--- src/rtl/stream_mux_rr.sv ---
// N-to-1 valid/ready stream mux with a registered output stage; MODE selects external-select or round-robin grant.
// Optional packet lock (grant held from first beat to in_last) enabled by defining STREAM_MUX_LOCK_EN.
module stream_mux_rr #(
  parameter int DATA_W = 16,
  parameter int NUM_CH = 4,
  parameter int MODE   = 0,
  localparam int SEL_W = (NUM_CH > 2) ? $clog2(NUM_CH) : 1
) (
  input  logic                     clk,
  input  logic                     reset,
  input  logic [NUM_CH*DATA_W-1:0] in_data,
  input  logic [NUM_CH-1:0]        in_valid,
  input  logic [NUM_CH-1:0]        in_last,
  output logic [NUM_CH-1:0]        in_ready,
  input  logic [SEL_W-1:0]         sel,
  output logic [DATA_W-1:0]        out_data,
  output logic                     out_valid,
  output logic                     out_last,
  output logic [SEL_W-1:0]         out_ch,
  input  logic                     out_ready
);

  logic [DATA_W-1:0] ch_data [NUM_CH];
  logic [DATA_W-1:0] out_data_q;
  logic              out_valid_q, out_last_q;
  logic [SEL_W-1:0]  out_ch_q;
  logic [SEL_W-1:0]  rr_ptr_q, rr_ptr_d;
  logic [SEL_W-1:0]  grant_ch, cand;
  logic              grant_valid, load_en, xfer, adv;
  int                idx;

  for (genvar i = 0; i < NUM_CH; i++) begin : g_ch
    assign ch_data[i] = in_data[i*DATA_W +: DATA_W];
  end

  assign load_en = !out_valid_q || out_ready;
  assign xfer    = load_en && grant_valid;

`ifdef STREAM_MUX_LOCK_EN
  logic             lock_q, lock_d;
  logic [SEL_W-1:0] lock_ch_q, lock_ch_d;

  always_comb begin
    lock_d    = lock_q;
    lock_ch_d = lock_ch_q;
    if (xfer) begin
      lock_d    = !in_last[grant_ch];
      lock_ch_d = grant_ch;
    end
  end

  // Pointer moves only when a packet closes, so the next packet starts after g.
  assign adv = in_last[grant_ch];
`else
  assign adv = 1'b1;
`endif

  always_comb begin
    grant_valid = 1'b0;
    grant_ch    = '0;
    idx         = 0;
    cand        = '0;
    if (MODE == 0) begin
      if (int'(sel) < NUM_CH) begin
        grant_ch    = sel;
        grant_valid = in_valid[sel];
      end
    end else begin
      // Scan backwards so the last hit is the first valid channel from rr_ptr.
      for (int k = NUM_CH - 1; k >= 0; k--) begin
        idx = int'(rr_ptr_q) + k;
        if (idx >= NUM_CH) idx = idx - NUM_CH;
        cand = SEL_W'(idx);
        if (in_valid[cand]) begin
          grant_valid = 1'b1;
          grant_ch    = cand;
        end
      end
    end
`ifdef STREAM_MUX_LOCK_EN
    if (lock_q) begin
      grant_ch    = lock_ch_q;
      grant_valid = in_valid[lock_ch_q];
    end
`endif
  end

  always_comb begin
    in_ready = '0;
    if (xfer && !reset) in_ready[grant_ch] = 1'b1;
  end

  always_comb begin
    rr_ptr_d = rr_ptr_q;
    if (MODE != 0 && xfer && adv)
      rr_ptr_d = (int'(grant_ch) == NUM_CH - 1) ? '0 : grant_ch + 1'b1;
  end

  always_ff @(posedge clk or posedge reset) begin
    if (reset) begin
      out_data_q  <= '0;
      out_valid_q <= 1'b0;
      out_last_q  <= 1'b0;
      out_ch_q    <= '0;
      rr_ptr_q    <= '0;
    end else begin
      if (load_en) begin
        out_valid_q <= grant_valid;
        if (grant_valid) begin
          out_data_q <= ch_data[grant_ch];
          out_last_q <= in_last[grant_ch];
          out_ch_q   <= grant_ch;
        end
      end
      rr_ptr_q <= rr_ptr_d;
    end
  end

`ifdef STREAM_MUX_LOCK_EN
  always_ff @(posedge clk or posedge reset) begin
    if (reset) begin
      lock_q    <= 1'b0;
      lock_ch_q <= '0;
    end else begin
      lock_q    <= lock_d;
      lock_ch_q <= lock_ch_d;
    end
  end
`endif

  assign out_data  = out_data_q;
  assign out_valid = out_valid_q;
  assign out_last  = out_last_q;
  assign out_ch    = out_ch_q;

endmodule
--- config.mk ---
export PLATFORM = sky130hd
export DESIGN_NAME = stream_mux_rr
export DESIGN_NICKNAME = d
export VERILOG_FILES = /design/src/rtl/stream_mux_rr.sv
export SDC_FILE = /design/constraint.sdc
export NUM_CORES = 1
export LEC_CHECK = 0
export BUFFER_PORTS_ARGS = -buffer_cell sky130_fd_sc_hd__buf_4
export CORE_MARGIN = 5
export CORE_UTILIZATION = 25
export DETAILED_ROUTE_END_ITERATION = 8
export PLACE_DENSITY = 0.59
export SLEW_MARGIN = 20
export SYNTH_ARGS = -nofsm -noshare
export SYNTH_HDL_FRONTEND = slang
export SYNTH_SLANG_ARGS = --single-unit
--- constraint.sdc ---
create_clock -name clk -period 3.3 [get_ports clk]
set_input_delay 0.495 -clock clk [delete_from_list [all_inputs] [get_ports clk]]
set_output_delay 0.495 -clock clk [all_outputs]
set_load 0.02 [all_outputs]
==> results of run 1 <==
## layout make-up
type	count	area [µm²]
repair buffers	100	751
inverters	3	11.3
flip-flops and latches	20	500
clock buffers	3	41.3
fillers	494	2930
well taps	70	87.6
multi-input cells	50	723
## cell usage after synthesis (all sizes together)
library cell  number  share of area [%]
inv                3               0.88
o21ai              1               0.39
nor4               2               0.97
nand2              4                1.2
nand3              1               0.39
nand2b             1               0.49
clkbuf             2               0.58
mux4              17                 30
a211o              1               0.68
mux2              19                 20
dfrtp             20                 39
and2               1               0.68
nor4b              2                1.4
mux2i              1               0.78
buf                5                3.4
## critical path: stages
cell and delay (ns):
buf_4 0.28, mux2i_1 0.16, a211o_1 0.34, nor4b_1 0.26
buf_4 0.20
## power groups by stage
stage          Clock, mW  Combinational, mW  Sequential (mW)
2_1_floorplan          0              0.156            0.422
4_1_cts            0.162              0.427            0.347
3_5_place_dp           0              0.427            0.352
3_3_place_gp           0              0.417            0.348
6_report           0.153              0.419            0.346
5_1_grt            0.178              0.445            0.356
## worst paths after layout
kind | to | depth (start not counted) | startpoint | slack (ns)
worst min register to register | out_ch[0]$_DFFE_PP0P_ | 2 | out_ch[0]$_DFFE_PP0P_ | 0.49
max in group asynchronous | out_data[8]$_DFFE_PP0P_ | 2 | reset | 2.41
min in group clk | out_ch[0]$_DFFE_PP0P_ | 2 | out_ch[0]$_DFFE_PP0P_ | 0.49
worst min-delay path | out_ch[0]$_DFFE_PP0P_ | 2 | reset | 0.41
worst max register to register | out_data[15]$_DFFE_PP0P_ | 4 | out_valid$_DFFE_PP0P_ | 1.76
worst max-delay path | in_ready[2] | 5 | sel[1] | 1.07
## logic make-up after synthesis
logic type	synth area share (%)
AO/OA/AOI/OAI	1.07
flip-flops	38.9
multiplexers	50.1
AND/OR/NAND/NOR	5.06
buffers and inverters	4.86
## layer usage
metal | GRT usage (%) | vias up | share of wire (%)
met5 | 0 | - | 0
met4 | 3.16 | 0 | 1.4
met3 | 2.30 | 4 | 4.3
met2 | 25.8 | 37 | 60
met1 | 12.6 | 558 | 34
li1 | - | 508 | -
## flip-flops by register name, indices dropped and copies added (netlist names)
signal and count:
out_ch 2, out_data 16, out_last 1, out_valid 1
## through the flow
step	util, %	hold slack (ns)	total power, mW	area [µm²]
floorplan	-	0.459	0.578	1290
global placement	41.1	0.489	0.764	2070
detailed placement	41.1	0.490	0.779	2070
CTS	41.9	0.437	0.936	2110
global route	41.9	0.489	0.979	2110
finish	41.9	0.410	0.919	2110
==> flow_summary.toml, run 1 <==
[detailed_routing]
drc = 0
vias = 1107
dr.pass1.iters = 4
wl_per_cell_um = 16.7
ant_nets = 0
first_iter_violations = 10
drt_wl_total_mm = 4.10
routed_via_density = 4.50

[synthesis]
syn_area_per_cell_um2 = 16.1
syn_nets = 157
syn_inst = 80
synth_seq_cells = 20
ys_types = 19
netlist_area_mm2 = 0.00129
yosysWarnings = 0
seq_area_frac_synth_pct = 38.9

[power_and_ir_drop]
p_clk_share_pct = 16.7
ir_worst_vdd_mv = 0.172
powerDensity_mw_per_mm2 = 435
p_sw_share_pct = 31.4
intPower_mw = 0.630
switchingPower_mw = 0.289
comb_power_share_pct = 45.6
p_seq_share_pct = 37.7
p_leak_nw = 1.02

[cells_and_area]
antennaDiodeCount = 0
final_common_cell = "buf_4"
nets = 255
fin_cells = 246
areaGrowthSynthToFinish_pct = 64.4
layout-drive-gt1-share_pct = 79.5
final_cell_mix = "buf_4 (100), dfrtp_1 (20), mux4_2 (17)"

[clocking]
cts_setup_buffers = 0
htreeDepth = 1
ctsResizeCount = 0
path_clk_slew_ns = 0.07
numCtsBuffers = 3
clock_sink_count = 20
clock_path_buffers = 2
holdBufCountCts = 0
cts_tree = "built"
cts_root_buf = "clkbuf_8"
clk_latency_ns = 0.25

[floorplanning]
core-area_mm2 = 0.00504
ios = 101
die_height_um = 81.7
start_util_pct = 25.5
row_count = 26
die-area_mm2 = 0.00668
die_w_um = 81.7

[worst_setup_path]
crit_type = "in2out"
endpoint_kind = "primary output"
start_kind = "input port"
crit_required_ns = 2.80
cp_max_fo = 24
critPathArrivalTime_ns = 1.73

[global_route]
grt_max_degree = 25
grt-ovfl-total = 0
grt.total_usage_pct = 12.6
antenna_found_initial = 0
grt_pass1_wl_mm = 6.27
grt_pass1_vias = 1281

[sta]
drv_slew = 0
setup_ws_ns = 1.07
fin_crit_sh_pct = 67.6
rsz0062_at_grt = "false"
setup_tns_ns = 0
setup_viol = 0
slew_headroom_pct = 49.5
fmax_mhz = 448
min_period_ns = 2.23
tightest_slew_ns = 0.757
fin_skew_ns = 0.00224
hold_viol = 0

[placement]
hpwl_mm = 3.49
io_buffers = 100
routabilityCongestion = 0.720
pre_cts_ws_ns = 1.06
dp.cells = 243

[outcome]
status = "finished clean"

[flow_run]
cap_viol_max_count = 0

[hold_path]
min_path_type = "in2async"
Note: power is estimated with default switching activity, not from simulation.
==> run 2, diff against run 1 <==
clock period = 2.09 ns   (was 3.3 ns; I/O delays follow)
==> flow_summary.toml, run 2 (synthesis gave the netlist of run 1 again) <==
[outcome]
status = "finished clean"

[sta]
drv_slew = 0
fmax_mhz = 557
hold_viol = 0
fin_crit_sh_pct = 85.8
setup_tns_ns = 0
hold_ws_ns = 0.230
fin_skew_ns = 0.00129
min_period_ns = 1.79
setup_viol = 0
slew_headroom_pct = 47.9
rsz0062_at_grt = "false"
tightest_slew_ns = 0.780

[cells_and_area]
antennaDiodeCount = 0
nets = 256
final_common_cell = "buf_4"
final_cell_mix = "buf_4 (101), dfrtp_1 (20), mux4_2 (17)"
areaGrowthSynthToFinish_pct = 66.1
largest_reg_flops = 16
final.fill_count = 493
layout-drive-gt1-share_pct = 79.8

[clocking]
clock_path_buffers = 2
htreeDepth = 1
numCtsBuffers = 3
ctsResizeCount = 0
cts_setup_buffers = 0
cts_tree = "built"
cts_root_buf = "clkbuf_8"
path_clk_slew_ns = 0.07
holdBufCountCts = 0
clock_sink_count = 20
clk_latency_ns = 0.26

[worst_setup_path]
endpoint_kind = "primary output"
critPathArrivalTime_ns = 1.48
crit_required_ns = 1.78
cp_max_fo = 4
crit_type = "reg2out"
start_kind = "flop"

[hold_path]
min_path_type = "in2async"

[power_and_ir_drop]
intPower_mw = 1.04
p_seq_share_pct = 36.0
p_sw_share_pct = 31.1
p_clk_share_pct = 19.6
powerDensity_mw_per_mm2 = 705
p_leak_nw = 1.03
ir_worst_vdd_mv = 0.254
switchingPower_mw = 0.469
comb_power_share_pct = 44.3

[detailed_routing]
drt_wl_total_mm = 4.02
dr.pass1.iters = 4
vias = 1093
routed_via_density = 4.41
drc = 0
wl_per_cell_um = 16.2
first_iter_violations = 17
ant_nets = 0

[floorplanning]
ios = 101
die_height_um = 81.7
row_count = 26
die-area_mm2 = 0.00668
core-area_mm2 = 0.00504
start_util_pct = 25.5
die_w_um = 81.7

[global_route]
grt_pass1_wl_mm = 6.00
grt_max_degree = 23
use_met2_pct = 23.3
grt.total_usage_pct = 12.2
use_met3_pct = 3.62
antenna_found_initial = 0
gr-usage-met1_pct = 12.8
grt_most_used_layer = "met2"
grt_pass1_vias = 1224
grt-ovfl-total = 0

[placement]
hpwl_mm = 3.42
io_buffers = 100
routabilityCongestion = 0.769

[flow_run]
cap_viol_max_count = 0
[run 2: cell count changes in the layout (fill, tap and decap cells not counted), sizes merged]
cell	before	now
clkbuf	3	4
buf	100	101
[run 2: worst paths after layout]
path / from / end / slack (ns) / cells past startpoint
min in group clk: out_ready / out_valid$_DFFE_PP0P_ / 0.34 / 3
max reg2reg: out_valid$_DFFE_PP0P_ / out_data[10]$_DFFE_PP0P_ / 0.62 / 4
max: out_valid$_DFFE_PP0P_ / in_ready[2] / 0.30 / 3
min reg2reg: out_ch[0]$_DFFE_PP0P_ / out_ch[0]$_DFFE_PP0P_ / 0.49 / 2
max in group asynchronous: reset / out_data[6]$_DFFE_PP0P_ / 1.37 / 2
min: reset / out_valid$_DFFE_PP0P_ / 0.23 / 2
[run 2: critical path, stage by stage (launching register included)]
cell and delay [ns]:
dfrtp_1 0.41, a211o_1 0.35, nor4b_1 0.27, buf_4 0.20
[run 2: cell type report]
type                       instances  area, µm²  share of cell area, %
clock buffer                       4       55.1                   2.58
inverter                           3       11.3                  0.527
multi-input combinational         50        723                   33.9
sequential                        20        500                   23.4
tap                               70       87.6                   4.10
timing repair buffer             101        758                   35.5
[run 2: layer usage]
metal | up-vias | part of all wire [%]
met5 | - | 0
met4 | 0 | 0.70
met3 | 2 | 5.5
met2 | 39 | 59
met1 | 540 | 35
li1 | 512 | -
[run 2: stage by stage]
step	cells	total power [mW]	worst slack, ns	utilization (%)	cell area [µm²]
detailed placement	244	1.23	0.200	41.3	2080
finish	248	1.50	0.296	42.4	2140
global placement	244	1.21	0.273	41.3	2080
CTS	248	1.53	0.276	42.4	2140
floorplan	80	0.912	0.150	-	1290
global route	248	1.59	0.202	42.4	2140
[run 2: power by group through the flow]
stage,Combinational [mW],Clock [mW],Sequential (mW)
2_1_floorplan,0.246,0,0.667
3_3_place_gp,0.663,0,0.551
3_5_place_dp,0.681,0,0.552
4_1_cts,0.682,0.306,0.544
5_1_grt,0.709,0.320,0.557
6_report,0.667,0.296,0.542
==> run 3, diff against run 2 <==
ABC_AREA = 1   (was default)
CAP_MARGIN = 20   (was default)
PLACE_DENSITY = 0.56   (was 0.59)
SETUP_SLACK_MARGIN = 0.02   (was default)
==> flow_summary.toml, run 3 <==
[outcome]
status = "finished clean"

[detailed_routing]
dr.pass1.iters = 4
routed_via_density = 4.09
vias = 1800
first_iter_violations = 88
ant_nets = 0
drc = 0
drt_wl_total_mm = 5.29
wl_per_cell_um = 12.0

[clocking]
path_clk_slew_ns = 0.07
cts_setup_buffers = 0
htreeDepth = 1
clock_path_buffers = 2
holdBufCountCts = 0
numCtsBuffers = 3
ctsResizeCount = 0
clk_latency_ns = 0.25
cts_root_buf = "clkbuf_8"
clock_sink_count = 20
cts_tree = "built"

[synthesis]
synth_seq_cells = 20
yosysWarnings = 0
async_flop_share_pct = 100
netlist.area_leader.share_pct = 50.2
syn_nets = 350
netlist_area_mm2 = 0.00153
ys.flop_type = "dfrtp_1"
syn_area_per_cell_um2 = 5.62
synthTopCellsByArea = "nand2_1 (50%), dfrtp_1 (33%), nand3_1 (6.2%), buf_4 (2.4%), buf_6 (2.2%)"
seq_area_frac_synth_pct = 32.6
synth_top_cells_by_count = "nand2_1 (205), dfrtp_1 (20), nand3_1 (19)"
yosys.cell_count.top_type = "nand2_1"
syn_inst = 273
synth_top_area_cell = "nand2_1"
ys_types = 13
synth_edf_count = 0

[power_and_ir_drop]
power_mw = 1.42
ir_worst_vdd_mv = 0.299
powerDensity_mw_per_mm2 = 602
p_leak_nw = 1.48

[worst_setup_path]
reg2reg_slack_ns = 0.78
crit_top_cell = "nand2_1"
cp_slowest_cell = "inv_2"
cp_max_fo = 20
critPathArrivalTime_ns = 1.46
crit_required_ns = 1.78
start_kind = "input port"
crit_type = "in2out"
path_buf_inv = 3
crit_family = "buffers and inverters"
cpPeakStageDelay_ns = 0.25
endpoint_kind = "primary output"
cp_cell_sequence = "buf_4, inv_2, nand2_1, nand2_1, nand2_1, nand2_2, nand3_2, nor2_1, buf_4"

[placement]
io_buffers = 100
placed_area_mm2 = 0.00231
routabilityCongestion = 0.756
pre_cts_ws_ns = 0.239
hpwl_mm = 4.39

[global_route]
grt.total_usage_pct = 13.2
grt_pass1_vias = 1763
grt-ovfl-total = 0
grt_pass1_wl_mm = 8.13
grt_max_degree = 23
antenna_found_initial = 0

[cells_and_area]
layout-drive-gt1-share_pct = 31.2
largest_reg_flops = 16
areaGrowthSynthToFinish_pct = 54.0
antennaDiodeCount = 0
final_cell_mix = "nand2_1 (205), buf_4 (106), dfrtp_1 (20)"
stdcell_area_mm2 = 0.00236
final.fill_count = 700
nets = 443
final_common_cell = "nand2_1"

[flow_run]
cap_viol_max_count = 0

[floorplanning]
die_height_um = 88.3
die_w_um = 88.3
row_count = 28
die-area_mm2 = 0.00780
core-area_mm2 = 0.00596
ios = 101
start_util_pct = 25.8

[sta]
fin_crit_sh_pct = 84.7
tightest_slew_ns = 0.399
setup_tns_ns = 0
fin_skew_ns = 0.00227
hold_viol = 0
setup_viol = 0
rsz0062_at_grt = "false"
setup_ws_ns = 0.321
slew_headroom_pct = 73.4
hold_ws_ns = 0.155
fmax_mhz = 565
min_period_ns = 1.77
drv_slew = 0

[hold_path]
min_path_type = "in2async"
-- run 3: kinds of logic (layout without fill, tap and decap cells) --
group,after synthesis,count (layout),synth area share [%]
buf+inv,22,114,8.56
flops,20,20,32.6
simple gates,231,231,58.8
-- run 3: metal layers --
| metal | vias up | wire length [µm] | share of wire, % | GRT usage, % |
|---|---|---|---|---|
| li1 | 1004 | - | - | - |
| met1 | 757 | 2360 | 45 | 18.0 |
| met2 | 35 | 2700 | 51 | 22.0 |
| met3 | 4 | 182 | 3.4 | 1.49 |
| met4 | 0 | 51 | 0.96 | 4.12 |
| met5 | - | 0 | 0 | 0 |
-- run 3: area by class of cell --
class                   count  area, µm²  area share [%]
clock buffers               4       55.1            2.33
inverters                   4       15.0           0.636
multi-input cells         231        902            38.2
flip-flops and latches     20        500            21.2
well taps                  75       93.8            3.97
repair buffers            106        796            33.7
-- run 3: final timing paths --
kind	start	to	cells after the start
worst min-delay path	reset	out_data[12]$_DFFE_PP0P_	3
max in group asynchronous	reset	out_data[0]$_DFFE_PP0P_	3
worst max-delay path	sel[0]	in_ready[1]	9
worst max register to register	out_valid$_DFFE_PP0P_	out_data[4]$_DFFE_PP0P_	4
worst min register to register	out_data[13]$_DFFE_PP0P_	out_data[13]$_DFFE_PP0P_	2
min in group clk	sel[1]	out_ch[1]$_DFFE_PP0P_	3
-- run 3: per-stage QoR --
| stage | std cells | util, % |
|---|---|---|
| after global routing | 440 | 39.7 |
| after global placement | 436 | 38.7 |
| after floorplan | 273 | - |
| after CTS | 440 | 39.7 |
| after detailed placement | 436 | 38.7 |
| final | 440 | 39.7 |
-- run 3: power breakdown --
group	total (mW)	switching [mW]	internal, mW
logic	0.621	0.338	0.282
registers	0.523	0.0519	0.471
clock network	0.279	0.112	0.167
-- run 3: worst register-to-register path, cell delays in order (launching register included) --
cell	delay [ns]
dfrtp_1	0.38
nand2_1	0.32
nand2_2	0.32
nand2_1	0.13
nand2_1	0.06
